File: src/rtl/raymarch_pkg.sv
// Shared types for the raymarch frame scheduler: pixel colour, FSM states,
// and the saturating counter helper.
package raymarch_pkg;
   localparam int COORD_W_DEF = 33;

   typedef struct packed {
      logic [7:0] r;
      logic [7:0] g;
      logic [7:0] b;
   } rgb_t;

   typedef enum logic [1:0] {IDLE, KICK, RUN, FIN} sched_state_t;

   function automatic logic [31:0] sat_inc(input logic [31:0] v);
      return (v == '1) ? v : v + 32'd1;
   endfunction
endpackage

File: src/rtl/raymarch_frame_scheduler_if.sv
// Scheduler <-> raymarcher link: pixel request, core reset, and result return.
interface raymarch_frame_scheduler_if #(
   parameter int COORD_W = raymarch_pkg::COORD_W_DEF
) ();
   logic               rm_rst_out;
   logic [COORD_W-1:0] curr_x;
   logic [COORD_W-1:0] curr_y;
   logic               pixel_done;
   logic [COORD_W-1:0] out_x;
   logic [COORD_W-1:0] out_y;
   logic [7:0]         red_in;
   logic [7:0]         green_in;
   logic [7:0]         blue_in;

   modport master (
      output rm_rst_out, curr_x, curr_y,
      input  pixel_done, out_x, out_y, red_in, green_in, blue_in
   );
   modport slave (
      input  rm_rst_out, curr_x, curr_y,
      output pixel_done, out_x, out_y, red_in, green_in, blue_in
   );
endinterface

File: src/rtl/raymarch_frame_scheduler_raster_counter.sv
// Raster-order x/y walker with a running linear address (no multiplier);
// wraps to (0,0)/0 after the last pixel.
module raster_counter #(
   parameter int WIDTH   = 300,
   parameter int HEIGHT  = 300,
   parameter int COORD_W = 33,
   parameter int ADDR_W  = $clog2(WIDTH*HEIGHT)
) (
   input  logic               clk_in,
   input  logic               rst_in,
   input  logic               clear,
   input  logic               advance,
   output logic [COORD_W-1:0] x,
   output logic [COORD_W-1:0] y,
   output logic [ADDR_W-1:0]  addr,
   output logic               last
);
   logic x_end, y_end;

   assign x_end = (x == COORD_W'(WIDTH - 1));
   assign y_end = (y == COORD_W'(HEIGHT - 1));
   assign last  = x_end && y_end;

   always_ff @(posedge clk_in) begin
      if (rst_in || clear) begin
         x    <= '0;
         y    <= '0;
         addr <= '0;
      end else if (advance) begin
         x    <= x_end ? '0 : x + 1'b1;
         if (x_end) y <= y_end ? '0 : y + 1'b1;
         addr <= last ? '0 : addr + 1'b1;
      end
   end
endmodule

File: src/rtl/raymarch_frame_scheduler.sv
// Walks the raymarcher across a WIDTH x HEIGHT frame, writes each returned
// pixel to the frame buffer and flags any coordinate echo mismatch.
module raymarch_frame_scheduler
   import raymarch_pkg::*;
#(
   parameter int WIDTH      = 300,
   parameter int HEIGHT     = 300,
   parameter int COORD_W    = COORD_W_DEF,
   parameter int ADDR_W     = $clog2(WIDTH*HEIGHT),
   parameter bit CONTINUOUS = 1'b0
) (
   input  logic                       clk_in,
   input  logic                       rst_in,
   input  logic                       start_in,
   raymarch_frame_scheduler_if.master rm,
   output logic                       fb_we_out,
   output logic [ADDR_W-1:0]          fb_addr_out,
   output logic [23:0]                fb_data_out,
   output logic                       busy_out,
   output logic                       frame_done,
   output logic                       coord_err,
   output logic [31:0]                frame_cycles
);
   sched_state_t       state;
   logic [COORD_W-1:0] x, y;
   logic [ADDR_W-1:0]  addr;
   logic               last, clear, advance, mismatch;
   logic [31:0]        cyc;
   rgb_t               px;

   assign clear    = (state == IDLE) && start_in;
   assign advance  = (state == RUN) && rm.pixel_done;
   assign mismatch = (rm.out_x != x) || (rm.out_y != y);
   assign px       = '{r: rm.red_in, g: rm.green_in, b: rm.blue_in};
   assign rm.curr_x = x;
   assign rm.curr_y = y;

   raster_counter #(
      .WIDTH(WIDTH), .HEIGHT(HEIGHT), .COORD_W(COORD_W), .ADDR_W(ADDR_W)
   ) u_raster (
      .clk_in(clk_in), .rst_in(rst_in), .clear(clear), .advance(advance),
      .x(x), .y(y), .addr(addr), .last(last)
   );

   // Strobes default low each cycle so they stay single-cycle pulses.
   always_ff @(posedge clk_in) begin
      if (rst_in) begin
         state         <= IDLE;
         rm.rm_rst_out <= 1'b0;
         fb_we_out     <= 1'b0;
         fb_addr_out   <= '0;
         fb_data_out   <= '0;
         busy_out      <= 1'b0;
         frame_done    <= 1'b0;
         coord_err     <= 1'b0;
         frame_cycles  <= '0;
         cyc           <= '0;
      end else begin
         rm.rm_rst_out <= 1'b0;
         fb_we_out     <= 1'b0;
         frame_done    <= 1'b0;
         case (state)
            IDLE: if (start_in) begin
               state         <= KICK;
               rm.rm_rst_out <= 1'b1;
               busy_out      <= 1'b1;
               coord_err     <= 1'b0;
               cyc           <= '0;
            end
            KICK: begin
               state <= RUN;
               cyc   <= sat_inc(cyc);
            end
            RUN: begin
               cyc <= sat_inc(cyc);
               if (rm.pixel_done) begin
                  fb_we_out   <= 1'b1;
                  fb_addr_out <= addr;
                  fb_data_out <= px;
                  if (mismatch) coord_err <= 1'b1;
                  if (last) begin
                     state      <= FIN;
                     frame_done <= 1'b1;
                  end
               end
            end
            FIN: begin
               frame_cycles <= sat_inc(cyc);
               cyc          <= '0;
               if (CONTINUOUS) begin
                  state         <= KICK;
                  rm.rm_rst_out <= 1'b1;
               end else begin
                  state    <= IDLE;
                  busy_out <= 1'b0;
               end
            end
            default: state <= IDLE;
         endcase
      end
   end
endmodule

File: src/flat_wrapper.sv
// flat-port wrapper written by rule: the top's interface ports become plain ports
module raymarch_frame_scheduler_flat import raymarch_pkg::*;
#(
   parameter int WIDTH      = 300,
   parameter int HEIGHT     = 300,
   parameter int COORD_W    = COORD_W_DEF,
   parameter int ADDR_W     = $clog2(WIDTH*HEIGHT),
   parameter bit CONTINUOUS = 1'b0
)
  (clk_in, rst_in, start_in, fb_we_out, fb_addr_out, fb_data_out, busy_out, frame_done, coord_err, frame_cycles, rm_rm_rst_out, rm_curr_x, rm_curr_y, rm_pixel_done, rm_out_x, rm_out_y, rm_red_in, rm_green_in, rm_blue_in);
  raymarch_frame_scheduler_if #(.COORD_W(COORD_W)) rm_i ();
  input  logic clk_in;
  input  logic rst_in;
  input  logic start_in;
  output logic fb_we_out;
  output logic [ADDR_W-1:0] fb_addr_out;
  output logic [23:0] fb_data_out;
  output logic busy_out;
  output logic frame_done;
  output logic coord_err;
  output logic [31:0] frame_cycles;
  output wire logic [$bits(rm_i.rm_rst_out)-1:0] rm_rm_rst_out;
  output wire logic [$bits(rm_i.curr_x)-1:0] rm_curr_x;
  output wire logic [$bits(rm_i.curr_y)-1:0] rm_curr_y;
  input wire logic [$bits(rm_i.pixel_done)-1:0] rm_pixel_done;
  input wire logic [$bits(rm_i.out_x)-1:0] rm_out_x;
  input wire logic [$bits(rm_i.out_y)-1:0] rm_out_y;
  input wire logic [$bits(rm_i.red_in)-1:0] rm_red_in;
  input wire logic [$bits(rm_i.green_in)-1:0] rm_green_in;
  input wire logic [$bits(rm_i.blue_in)-1:0] rm_blue_in;
  assign rm_rm_rst_out = rm_i.rm_rst_out;
  assign rm_curr_x = rm_i.curr_x;
  assign rm_curr_y = rm_i.curr_y;
  assign rm_i.pixel_done = rm_pixel_done;
  assign rm_i.out_x = rm_out_x;
  assign rm_i.out_y = rm_out_y;
  assign rm_i.red_in = rm_red_in;
  assign rm_i.green_in = rm_green_in;
  assign rm_i.blue_in = rm_blue_in;
  raymarch_frame_scheduler #(.WIDTH(WIDTH), .HEIGHT(HEIGHT), .COORD_W(COORD_W), .ADDR_W(ADDR_W), .CONTINUOUS(CONTINUOUS)) u_core (.clk_in(clk_in), .rst_in(rst_in), .start_in(start_in), .rm(rm_i), .fb_we_out(fb_we_out), .fb_addr_out(fb_addr_out), .fb_data_out(fb_data_out), .busy_out(busy_out), .frame_done(frame_done), .coord_err(coord_err), .frame_cycles(frame_cycles));
endmodule
File: config.mk
export PLATFORM = sky130hd
export DESIGN_NAME = raymarch_frame_scheduler_flat
export DESIGN_NICKNAME = d
export VERILOG_FILES = /design/src/rtl/raymarch_pkg.sv /design/src/rtl/raymarch_frame_scheduler_if.sv /design/src/rtl/raymarch_frame_scheduler_raster_counter.sv /design/src/rtl/raymarch_frame_scheduler.sv /design/src/flat_wrapper.sv
export SDC_FILE = /design/constraint.sdc
export NUM_CORES = 1
export LEC_CHECK = 0
export BUFFER_PORTS_ARGS = -buffer_cell sky130_fd_sc_hd__buf_2
export CORE_MARGIN = 3
export CORE_UTILIZATION = 33
export DETAILED_ROUTE_END_ITERATION = 7
export PLACE_DENSITY_LB_ADDON = 0.15
export SYNTH_ARGS = -nofsm -noshare
export SYNTH_HDL_FRONTEND = slang
export SYNTH_HIERARCHICAL = 1
export SYNTH_SLANG_ARGS = --single-unit
File: constraint.sdc
create_clock -name clk_in -period 3.3 [get_ports clk_in]
set_input_delay 0.495 -clock clk_in [delete_from_list [all_inputs] [get_ports clk_in]]
set_output_delay 0.495 -clock clk_in [all_outputs]
set_load 0.01 [all_outputs]
Word-level counts from Yosys, hierarchy flattened
Cells that the tools add are included. W data, S select, Z words.

$add $sub $neg: 4. Eq/ne operators: 12. Mux-type cells: 19. Bitwise operators: 3. Reductions and logical operators: 17.

Operators with widths (count): $pmux W32 S3 (1); $add A33 B1 Y33 const B (2); $eq A33 B9 Y1 const B (2); $mux W33 (2); $ne A33 B33 Y1 (2); $mux W32 (2); $add A32 B1 Y32 const B (1); $eq A32 B32 Y1 const B (1); $add A17 B1 Y17 const B (1); $mux W17 (1); $pmux W2 S4 (1); $mux W1 (7); $mux W2 (3); $ne A2 B2 Y1 const B (3); $reduce_and A2 Y1 (3); $reduce_or A2 Y1 (3); $eq A2 B2 Y1 const B (2); $pmux W1 S2 (2); $reduce_and A4 Y1 (1); $reduce_bool A2 Y1 (2); $logic_and A1 B1 Y1 (3); $not A1 Y1 (3); $reduce_and A3 Y1 (1); $reduce_or A3 Y1 (1); other kinds (4) (5).

Flip-flop bits (word level): 195. Input bits: 94. Output and inout bits: 144. Word-level logic and storage cells: 68.

Logic depth before layout (Yosys ltp)
Gate-level depths: netlist of run 1.

Depth after elaboration: 5. Gate-level depth with buffers: 12. Mapped depth without buffers: 10.

Cells and area by module
The synthesis of run 1 kept the hierarchy.

Modules (own cells, without submodules): raymarch_frame_scheduler (instances 1, cells each 734, area an instance 5938.2 um^2, sequential area each 2242.2 um^2); raster_counter (instances 1, cells each 491, area an instance 3966.3 um^2, sequential area each 1661.6 um^2).

Least setup slack after synthesis of run 1
No wires, ideal clock.

Kind: register to register. Start: register u_core.state[0]. End: register u_core.u_raster.x[22]. Library setup time: 0.071 ns. Data arrival time: 2.537 ns. Required time: 3.229 ns. Path slack: 0.692 ns. Stages on the path, launching flop included: 11. Buffers on the path: 1. Period minus slack after synthesis: 2.608 ns. Cells stage by stage: dfxtp_1 > inv_1 > ha_1 > nand2_1 > clkinv_1 > clkbuf_1 > nand4_1 > nor3_1 > nand2_1 > or3_1 > a21oi_1.

Elaborated cells on any way between the ends: 5. Classes of those cells: 1 x eq/ne; 4 x reduce/logical.

RTL lines: start, declared (line raymarch_frame_scheduler.sv:24) `sched_state_t state;`; start signal, assigned (line raymarch_frame_scheduler.sv:48) `state <= IDLE;`; start signal, assigned (line raymarch_frame_scheduler.sv:64) `state <= KICK;`; start signal, assigned (line raymarch_frame_scheduler.sv:71) `state <= RUN;`; $eq A2 B2 Y1 (line raymarch_frame_scheduler.sv:32) `assign advance = (state == RUN) && rm.pixel_done;`; $logic_and A1 B1 Y1 (line raymarch_frame_scheduler.sv:32); net u_core.advance (line raymarch_frame_scheduler.sv:27) `logic last, clear, advance, mismatch;`; end signal, assigned (line raymarch_frame_scheduler_raster_counter.sv:30) `x <= x_end ? '0 : x + 1'b1;`; end, declared (line raymarch_frame_scheduler_raster_counter.sv:13) `output logic [COORD_W-1:0] x,`.

The timed path passes the listed nets, and every way through them passes these cells. A chain may end at the register's enable or synchronous reset.

Worst setup path in the final report of run 1
Start: register u_core.u_raster.x[1]. End: register u_core.u_raster.y[24].

Word-level cells in the longest chain between the ends: 2.

Ends and longest elaborated chain: $eq A33 B9 Y1 (line raymarch_frame_scheduler_raster_counter.sv:20) `assign x_end = (x == COORD_W'(WIDTH - 1));`; $reduce_and A2 Y1 (no line); end signal, assigned (line raymarch_frame_scheduler_raster_counter.sv:31) `if (x_end) y <= y_end ? '0 : y + 1'b1;`; end, declared (line raymarch_frame_scheduler_raster_counter.sv:14) `output logic [COORD_W-1:0] y,`.

Every way passes these cells.

==> results of run 1 <==
sequential cells by signal, summed over array words and instances (netlist names):
| register | flops |
|---|---|
| u_core/u_raster/x | 33 |
| u_core/u_raster/y | 33 |
| u_core/cyc | 32 |
| u_core/frame_cycles | 32 |
| u_core/fb_data_out | 24 |
| u_core/fb_addr_out | 17 |
| u_core/u_raster/addr | 17 |
| u_core/state | 2 |
| u_core/busy_out | 1 |
| u_core/coord_err | 1 |
| u_core/fb_we_out | 1 |
| u_core/frame_done | 1 |
| u_core/rm.rm_rst_out | 1 |
synth_stat cells, drive strengths merged (12+ instances only):
cell    instances
nand2b         18
a211oi         25
nand3b         12
nor2          124
xnor2          34
a21oi          88
xor2           82
nor2b          22
and4           14
a31oi          18
nand2         168
buf            18
nor3           21
and3           28
clkbuf         45
inv            30
o21ai          61
nor4           31
dfxtp         195
nand3          44
nand4          44
worst register-to-register path, cell delays in order (launching register included):
cell and delay (ns):
dfxtp_1 0.45, ha_1 0.27, nor4bb_1 0.29, nand4_1 0.22
or3_1 0.54, nor2_2 0.59, nand2_1 0.16, o31ai_1 0.23
power by group through the flow:
stage,clock (W),sequential [W],combinational [W]
after floorplan,0,0.00265,0.000746
after detailed placement,0,0.00262,0.00123
after CTS,0.00220,0.00257,0.00124
after global routing,0.00227,0.00258,0.00138
after global placement,0,0.00261,0.00123
final,0.00211,0.00256,0.00122
final cells by class:
type	instances	area share (%)
diodes	2	0.0412
flip-flops and latches	195	32.2
inverters	31	0.959
clock buffers	18	3.62
repair buffers	268	11.7
well taps	384	3.96
clock inverters	14	1.32
multi-input cells	936	46.2
through the flow:
stage / hold slack, ns / instances / util, % / instance area (sq um)
5_1_grt: 0.266 / 1848 / 41.6 / 12100
3_3_place_gp: 0.439 / 1814 / 39.5 / 11500
2_1_floorplan: 0.444 / 1225 / - / 9900
4_1_cts: 0.266 / 1846 / 41.6 / 12100
6_report: 0.281 / 1848 / 41.6 / 12100
3_5_place_dp: 0.443 / 1814 / 39.5 / 11500
layer usage:
metal / track usage (%) / vias up / routed length [um]
li1: - / 4789 / -
met1: 27.5 / 4476 / 15300
met2: 32.0 / 251 / 15000
met3: 4.09 / 17 / 1590
met4: 3.74 / 0 / 346
met5: 0 / - / 0
cells by family after synthesis:
kind of cell | after synthesis | synth area share [%]
buffers and inverters | 94 | 4.03
multiplexers | 11 | 1.25
AO/OA/AOI/OAI | 240 | 15.0
flip-flops | 195 | 39.4
XOR/XNOR | 116 | 10.3
AND/OR/NAND/NOR | 562 | 29.2
adder cells (fa/ha/maj) | 7 | 0.884
worst paths after layout:
kind,start,end,slack (ns)
max,u_core/u_raster/x[1],u_core/u_raster/y[24],0.48
min,rm_blue_in[1],u_core/fb_data_out[1],0.28
max reg2reg,u_core/u_raster/x[1],u_core/u_raster/y[24],0.48
min reg2reg,u_core/fb_data_out[17],u_core/fb_data_out[17],0.45
==> impl_metrics.ini, run 1 <==
[place]
pre_cts_slack_ns = 0.487
hpwlAfterDp_um = 23500
io_buffers = 237
globalplace.congestion = 0.941

[grt]
antenna_found_initial = 2
grt_usage_pct = 19.8
grt-ovfl-total = 0
grt_pass1_wl_um = 50500
grt_max_degree = 54
grt_pass1_vias = 8939

[sta]
fin_ws_ns = 0.483
post-route-period-util_pct = 85.3
clock.fmax_mhz = 355
worst_pin_slew_ns = 0.911
period_minus_slack_ns = 2.82
final-max-slew-violation-count = 0
setup_viol = 0
tns_ns = 0
finalHoldViolCount = 0
relSlewSlack_pct = 39.0
finalClockSkew_ns = 0.0302
rsz0062_at_grt = no

[setup_path]
critical-path-slowest-cell = nor2_2
reg2reg_depth = 7
crit_chain = ha_1 -> nor4bb_1 -> nand4_1 -> or3_1 -> nor2_2 -> nand2_1 -> o31ai_1
worstSetupPathType = flop to flop
path_depth = 7
max_stage_delay_ns = 0.59
critPathTopFamily = simple AND/OR/NAND/NOR gates
critPathRequiredTime_ns = 3.65
crit_arrival_ns = 3.17
worstPathMaxFanout = 13
crit_path_end_kind = flop
cp_num_buf_inv = 0
startpoint_type = flop

[power_and_ir_drop]
vdd_drop_max_mv = 0.332
p_leak_nw = 4.81
combPwrFrac_pct = 20.7
switching_share_pct = 33.2
p_switching_w = 0.00196
p_int_w = 0.00394
p_clk_share_pct = 35.9
power_density_mw_per_mm2 = 486
p_seq_share_pct = 43.5
finalPower_w = 0.00590

[floorplanning]
io_pins = 238
die_y_um = 179
rows = 62
dieArea_sq_mm = 0.0321
core_sq_mm = 0.0292
die_x_um = 179
initial_core_util_pct = 34.0

[synth]
yosysTopAreaCellShare_pct = 39.4
synth-main-ff-cell = dfxtp_1
syn_avg_cell_area_sq_um = 8.09
syn_inst = 1225
synth_seq_cells = 195
yosysUniqueCellTypes = 75
ys_warn_count = 6
synthArstFlopShare_pct = 0
synth-edff-count = 0
ys_top_cells_by_area = dfxtp_1 39%, xor2_1 7.3%, nand2_1 6.3%, nor2_1 4.6%, a21oi_1 4.4%
syn_nets = 1326
synth_area_sq_mm = 0.00990
synth_largest_area_cell = dfxtp_1
yosysSeqAreaShare_pct = 39.4

[run_status]
status = completed

[detailed_routing]
routed_wl_um = 32200
num_vias = 9533
drt_iter0_markers = 613
drc = 0
wl_per_cell_um = 17.4
viasPerCell = 5.16
drt-pass1-iter-count = 5
ant_nets = 0

[clock_tree]
cts_max_level = 4
post_cts_buffers = 0
cts_root_buffer = clkbuf_16
cts_resized = 0
cts_made_buffers = 17
insertion_delay_ns = 0.44
cts_tree = done
cts_sinks = 195
holdBufCountCts = 0
cts.reportedPaths.clkPinSlew_ns = 0.09
clockBufferDepth = 2

[run]
cap_violations = 0

[layout]
syn_to_final_growth_pct = 22.5
final_nets = 1550
multi_input_area_sq_mm = 0.00561
ff_latch_area_sq_mm = 0.00390
fillCellCount = 3085
mostFrequentLayoutCell = buf_2
layout-drive-gt1-share_pct = 22.6
final_cell_mix = 236 x buf_2, 195 x dfxtp_1, 167 x nand2_1

[min_path]
min_path_type = input pin to flop
min_path_cells = 3
Power figures use the tool's default switching activity.
==> inputs of run 2 (changes only) <==
Settings changed: CTS_BUF_LIST from default to sky130_fd_sc_hd__clkbuf_4.
==> impl_metrics.ini, run 2 (same netlist as run 1, synthesis figures left out) <==
[detailed_routing]
viasPerCell = 5.16
ant_nets = 0
num_vias = 9538
drt_iter0_markers = 564
routed_wl_um = 32300
drt-pass1-iter-count = 4
wl_per_cell_um = 17.4
drc = 0

[min_path]
whs_endpoint = u_core/fb_data_out[1]
min_path_type = input pin to flop
holdCritStartpoint = rm_blue_in[1]
min_path_cells = 3

[setup_path]
crit_arrival_ns = 3.32
startpoint_type = flop
worstSetupPathType = flop to flop
timing.rr.end = u_core/u_raster/y[24]
worstPathMaxFanout = 13
r2r-start = u_core/u_raster/x[1]
crit_path_end_kind = flop
worst-r2r-setup-slack_ns = 0.50
critPathRequiredTime_ns = 3.82
reg2reg_depth = 7

[run_status]
status = completed

[layout]
syn_to_final_growth_pct = 19.4
design_area_sq_mm = 0.0118
final_nets = 1550
layout-drive-gt1-share_pct = 22.6
top_regs = u_core/u_raster/x (33), u_core/u_raster/y (33)
mostFrequentLayoutCell = buf_2
final_cell_mix = 236 x buf_2, 195 x dfxtp_1, 167 x nand2_1

[sta]
period_minus_slack_ns = 2.80
finalHoldViolCount = 0
rsz0062_at_grt = no
post-route-period-util_pct = 84.9
clock.fmax_mhz = 357
tns_ns = 0
setup_viol = 0
final-max-slew-violation-count = 0
relSlewSlack_pct = 38.6
finalClockSkew_ns = 0.0377
worst_pin_slew_ns = 0.918

[power_and_ir_drop]
power_density_mw_per_mm2 = 433
p_leak_nw = 4.67
vdd_drop_max_mv = 0.242

[floorplanning]
initial_core_util_pct = 34.0
dieArea_sq_mm = 0.0321
die_y_um = 179
die_x_um = 179
core_sq_mm = 0.0292
io_pins = 238
rows = 62

[clock_tree]
holdBufCountCts = 0
insertion_delay_ns = 0.58
cts_sinks = 195
cts.reportedPaths.clkPinSlew_ns = 0.20
cts_resized = 0
post_cts_buffers = 0
cts_tree = done
cts_root_buffer = clkbuf_4
clockBufferDepth = 2
cts_made_buffers = 17
cts_max_level = 4

[place]
globalplace.congestion = 0.941
placed_area_sq_mm = 0.0115
io_buffers = 237
hpwlAfterDp_um = 23500

[run]
cap_violations = 0

[grt]
grt-ovfl-total = 0
grt_max_degree = 54
grt_pass1_wl_um = 50300
grt_pass1_vias = 8915
grt_usage_pct = 19.7
antenna_found_initial = 3
-- run 2: cell count changes in the layout (fill, tap and decap cells not counted), sizes merged --
| cell | previous run | this run |
|---|---|---|
| diode | 2 | 3 |
| clkbuf | 18 | 17 |
| clkinv | 5 | 6 |
-- run 2: how the worst max path moves through the flow --
stage / from / to / slack, ns
after global placement: u_core/u_raster/x[0] / u_core/u_raster/y[24] / 0.64
after CTS: u_core/u_raster/x[0] / u_core/u_raster/y[24] / 0.48
after floorplan: u_core/state[0] / u_core/u_raster/x[22] / 0.69
after global routing: u_core/u_raster/x[0] / u_core/u_raster/y[24] / 0.27
after detailed placement: u_core/u_raster/x[0] / u_core/u_raster/y[24] / 0.49
final: u_core/u_raster/x[1] / u_core/u_raster/y[24] / 0.50
-- run 2: area by class of cell --
cell class / instances / area, sq um
Antenna cell: 3 / 7.51
Clock buffer: 17 / 128
Clock inverter: 15 / 164
Fill cell: 3118 / 17300
Inverter: 31 / 116
Multi-Input combinational cell: 936 / 5610
Sequential cell: 195 / 3900
Tap cell: 384 / 480
Timing Repair Buffer: 268 / 1420
-- run 2: stage by stage --
stage | total power, W | cells | hold WS (ns) | utilization [%] | setup slack (ns)
final | 0.00512 | 1849 | 0.112 | 40.5 | 0.497
after global routing | 0.00544 | 1849 | 0.0279 | 40.5 | 0.274
after CTS | 0.00521 | 1846 | 0.0450 | 40.5 | 0.482
after detailed placement | 0.00385 | 1814 | 0.443 | 39.5 | 0.487
after global placement | 0.00384 | 1814 | 0.439 | 39.5 | 0.637
after floorplan | 0.00339 | 1225 | 0.444 | - | 0.692
-- run 2: report_power, final --
part / internal, W / leakage [nW] / total (W) / switching, W
Clock: 0.000349 / 0.150 / 0.00133 / 0.000985
Sequential: 0.00248 / 1.57 / 0.00257 / 0.0000862
Combinational: 0.000419 / 2.95 / 0.00122 / 0.000801
-- run 2: worst max-delay path, cell delays in order (launching register included) --
cell,delay [ns]
dfxtp_1,0.48
ha_1,0.27
nor4bb_1,0.29
nand4_1,0.22
or3_1,0.54
nor2_2,0.58
nand2_1,0.16
o31ai_1,0.22
-- run 2: routing by layer --
metal	vias to the layer above	track usage [%]	part of all wire, %
met4	0	3.64	1.1
li1	4788	-	-
met3	18	4.00	4.5
met2	229	31.9	46
met1	4503	27.5	48
met5	-	0	0
==> inputs of run 3 (changes only) <==
Clock period 3.3 ns to 2.77 ns, I/O delays scaled along.
==> impl_metrics.ini, run 3 (same netlist as run 1, synthesis figures left out) <==
[clock_tree]
cts_sinks = 195
insertion_delay_ns = 0.58
cts_made_buffers = 17
holdBufCountCts = 19
cts_max_level = 4
cts_tree = done
post_cts_buffers = 0
cts_resized = 0
cts_root_buffer = clkbuf_4
cts.reportedPaths.clkPinSlew_ns = 0.17
clockBufferDepth = 2

[setup_path]
crit_arrival_ns = 3.06
critPathTopFamily = simple AND/OR/NAND/NOR gates
worstSetupPathType = flop to flop
critPathRequiredTime_ns = 3.26
critical-path-slowest-cell = or3_1
worstPathMaxFanout = 13
startpoint_type = flop
crit_chain = nor4_1 -> nand4_1 -> or3_1 -> or2_1 -> o41ai_1
cp_num_buf_inv = 0
crit_path_end_kind = flop
max_stage_delay_ns = 0.49
reg2reg_depth = 5
path_depth = 5
worst-r2r-setup-slack_ns = 0.21

[layout]
final_cell_mix = 236 x buf_2, 195 x dfxtp_1, 167 x nand2_1
final_nets = 1609
layout-drive-gt1-share_pct = 24.3
syn_to_final_growth_pct = 24.5
top_regs = u_core/u_raster/x (33), u_core/u_raster/y (33)
final_cells = 1906
mostFrequentLayoutCell = buf_2
fillCellCount = 3102

[place]
io_buffers = 237
placed_cells = 1852
globalplace.congestion = 0.925
hpwlAfterDp_um = 23700
pre_cts_slack_ns = 0.238

[grt]
grt_usage_pct = 19.9
antenna_found_initial = 1
grt_pass1_vias = 8968
grt_pass1_wl_um = 50500
grt_max_degree = 50
grt-ovfl-total = 0

[sta]
post-route-period-util_pct = 92.6
worst_pin_slew_ns = 0.885
setup_viol = 0
finalClockSkew_ns = 0.0194
clock.fmax_mhz = 390
tns_ns = 0
final-max-slew-violation-count = 0
period_minus_slack_ns = 2.56
relSlewSlack_pct = 40.7
fin_ws_ns = 0.205
rsz0062_at_grt = no
finalHoldViolCount = 0

[detailed_routing]
viasPerCell = 5.13
wl_per_cell_um = 17.1
ant_nets = 0
num_vias = 9774
drt_iter0_markers = 730
drc = 0
routed_wl_um = 32500
drt-pass1-iter-count = 5

[floorplanning]
die_x_um = 179
rows = 62
dieArea_sq_mm = 0.0321
core_sq_mm = 0.0292
initial_core_util_pct = 34.0
die_y_um = 179
io_pins = 238

[power_and_ir_drop]
p_seq_share_pct = 48.7
p_clk_share_pct = 26.5
p_leak_nw = 4.96
vdd_drop_max_mv = 0.299
switching_share_pct = 34.7
p_int_w = 0.00407
combPwrFrac_pct = 24.9
power_density_mw_per_mm2 = 505
p_switching_w = 0.00216

[run]
cap_violations = 0

[run_status]
status = completed

[min_path]
min_path_type = input pin to flop
min_path_cells = 3
run 3: changes by cell type in the layout (fill, tap and decap cells not counted), sizes merged:
cell / delta
dlygate4sd3: +21
buf: +38
bufinv: +2
diode: -2
clkinv: -5
clkinvlp: +3
run 3: worst reg2reg max path, delay by kind of cell (launching register included):
kind / cells / cell delay (ns)
DFF: 1 / 0.42
and+or+nand+nor: 4 / 1.65
AOI/OAI and AO/OA: 1 / 0.39
run 3: final cells by class:
cell class / instances / area (sq um) / share of cell area (%)
sequential: 195 / 3900 / 31.7
clock inverter: 15 / 173 / 1.40
clock buffer: 17 / 128 / 1.04
multi-input combinational: 936 / 5610 / 45.5
tap: 384 / 480 / 3.90
timing repair buffer: 327 / 1920 / 15.6
antenna: 1 / 2.50 / 0.0203
inverter: 31 / 116 / 0.944
run 3: power by group through the flow:
stage,combinational [W],sequential (W),clock [W]
after floorplan,0.000889,0.00315,0
final,0.00155,0.00303,0.00165
after CTS,0.00156,0.00303,0.00172
after global routing,0.00174,0.00305,0.00184
after detailed placement,0.00153,0.00309,0
after global placement,0.00152,0.00309,0
run 3: through the flow:
step	utilization (%)	area, sq um	hold WS (ns)	power, W
CTS	42.2	12300	0.00101	0.00632
global placement	40.5	11800	0.440	0.00461
global route	42.3	12300	0.00198	0.00663
floorplan	-	9900	0.444	0.00404
finish	42.3	12300	0.0744	0.00623
detailed placement	40.5	11800	0.443	0.00463
run 3: routing by layer:
| metal | up-vias | GRT usage, % | share of wire, % |
|---|---|---|---|
| met2 | 248 | 31.9 | 46 |
| li1 | 4891 | - | - |
| met5 | - | 0 | 0 |
| met3 | 37 | 3.77 | 5.1 |
| met4 | 0 | 4.99 | 1.5 |
| met1 | 4598 | 27.5 | 47 |
run 3: final timing paths:
kind                                             from                      to
worst min register to register  u_core/fb_addr_out[9]   u_core/fb_addr_out[9]
worst max register to register  u_core/u_raster/x[20]   u_core/u_raster/y[17]
worst max-delay path            u_core/u_raster/x[20]   u_core/u_raster/y[17]
worst min-delay path                   rm_green_in[4]  u_core/fb_data_out[12]
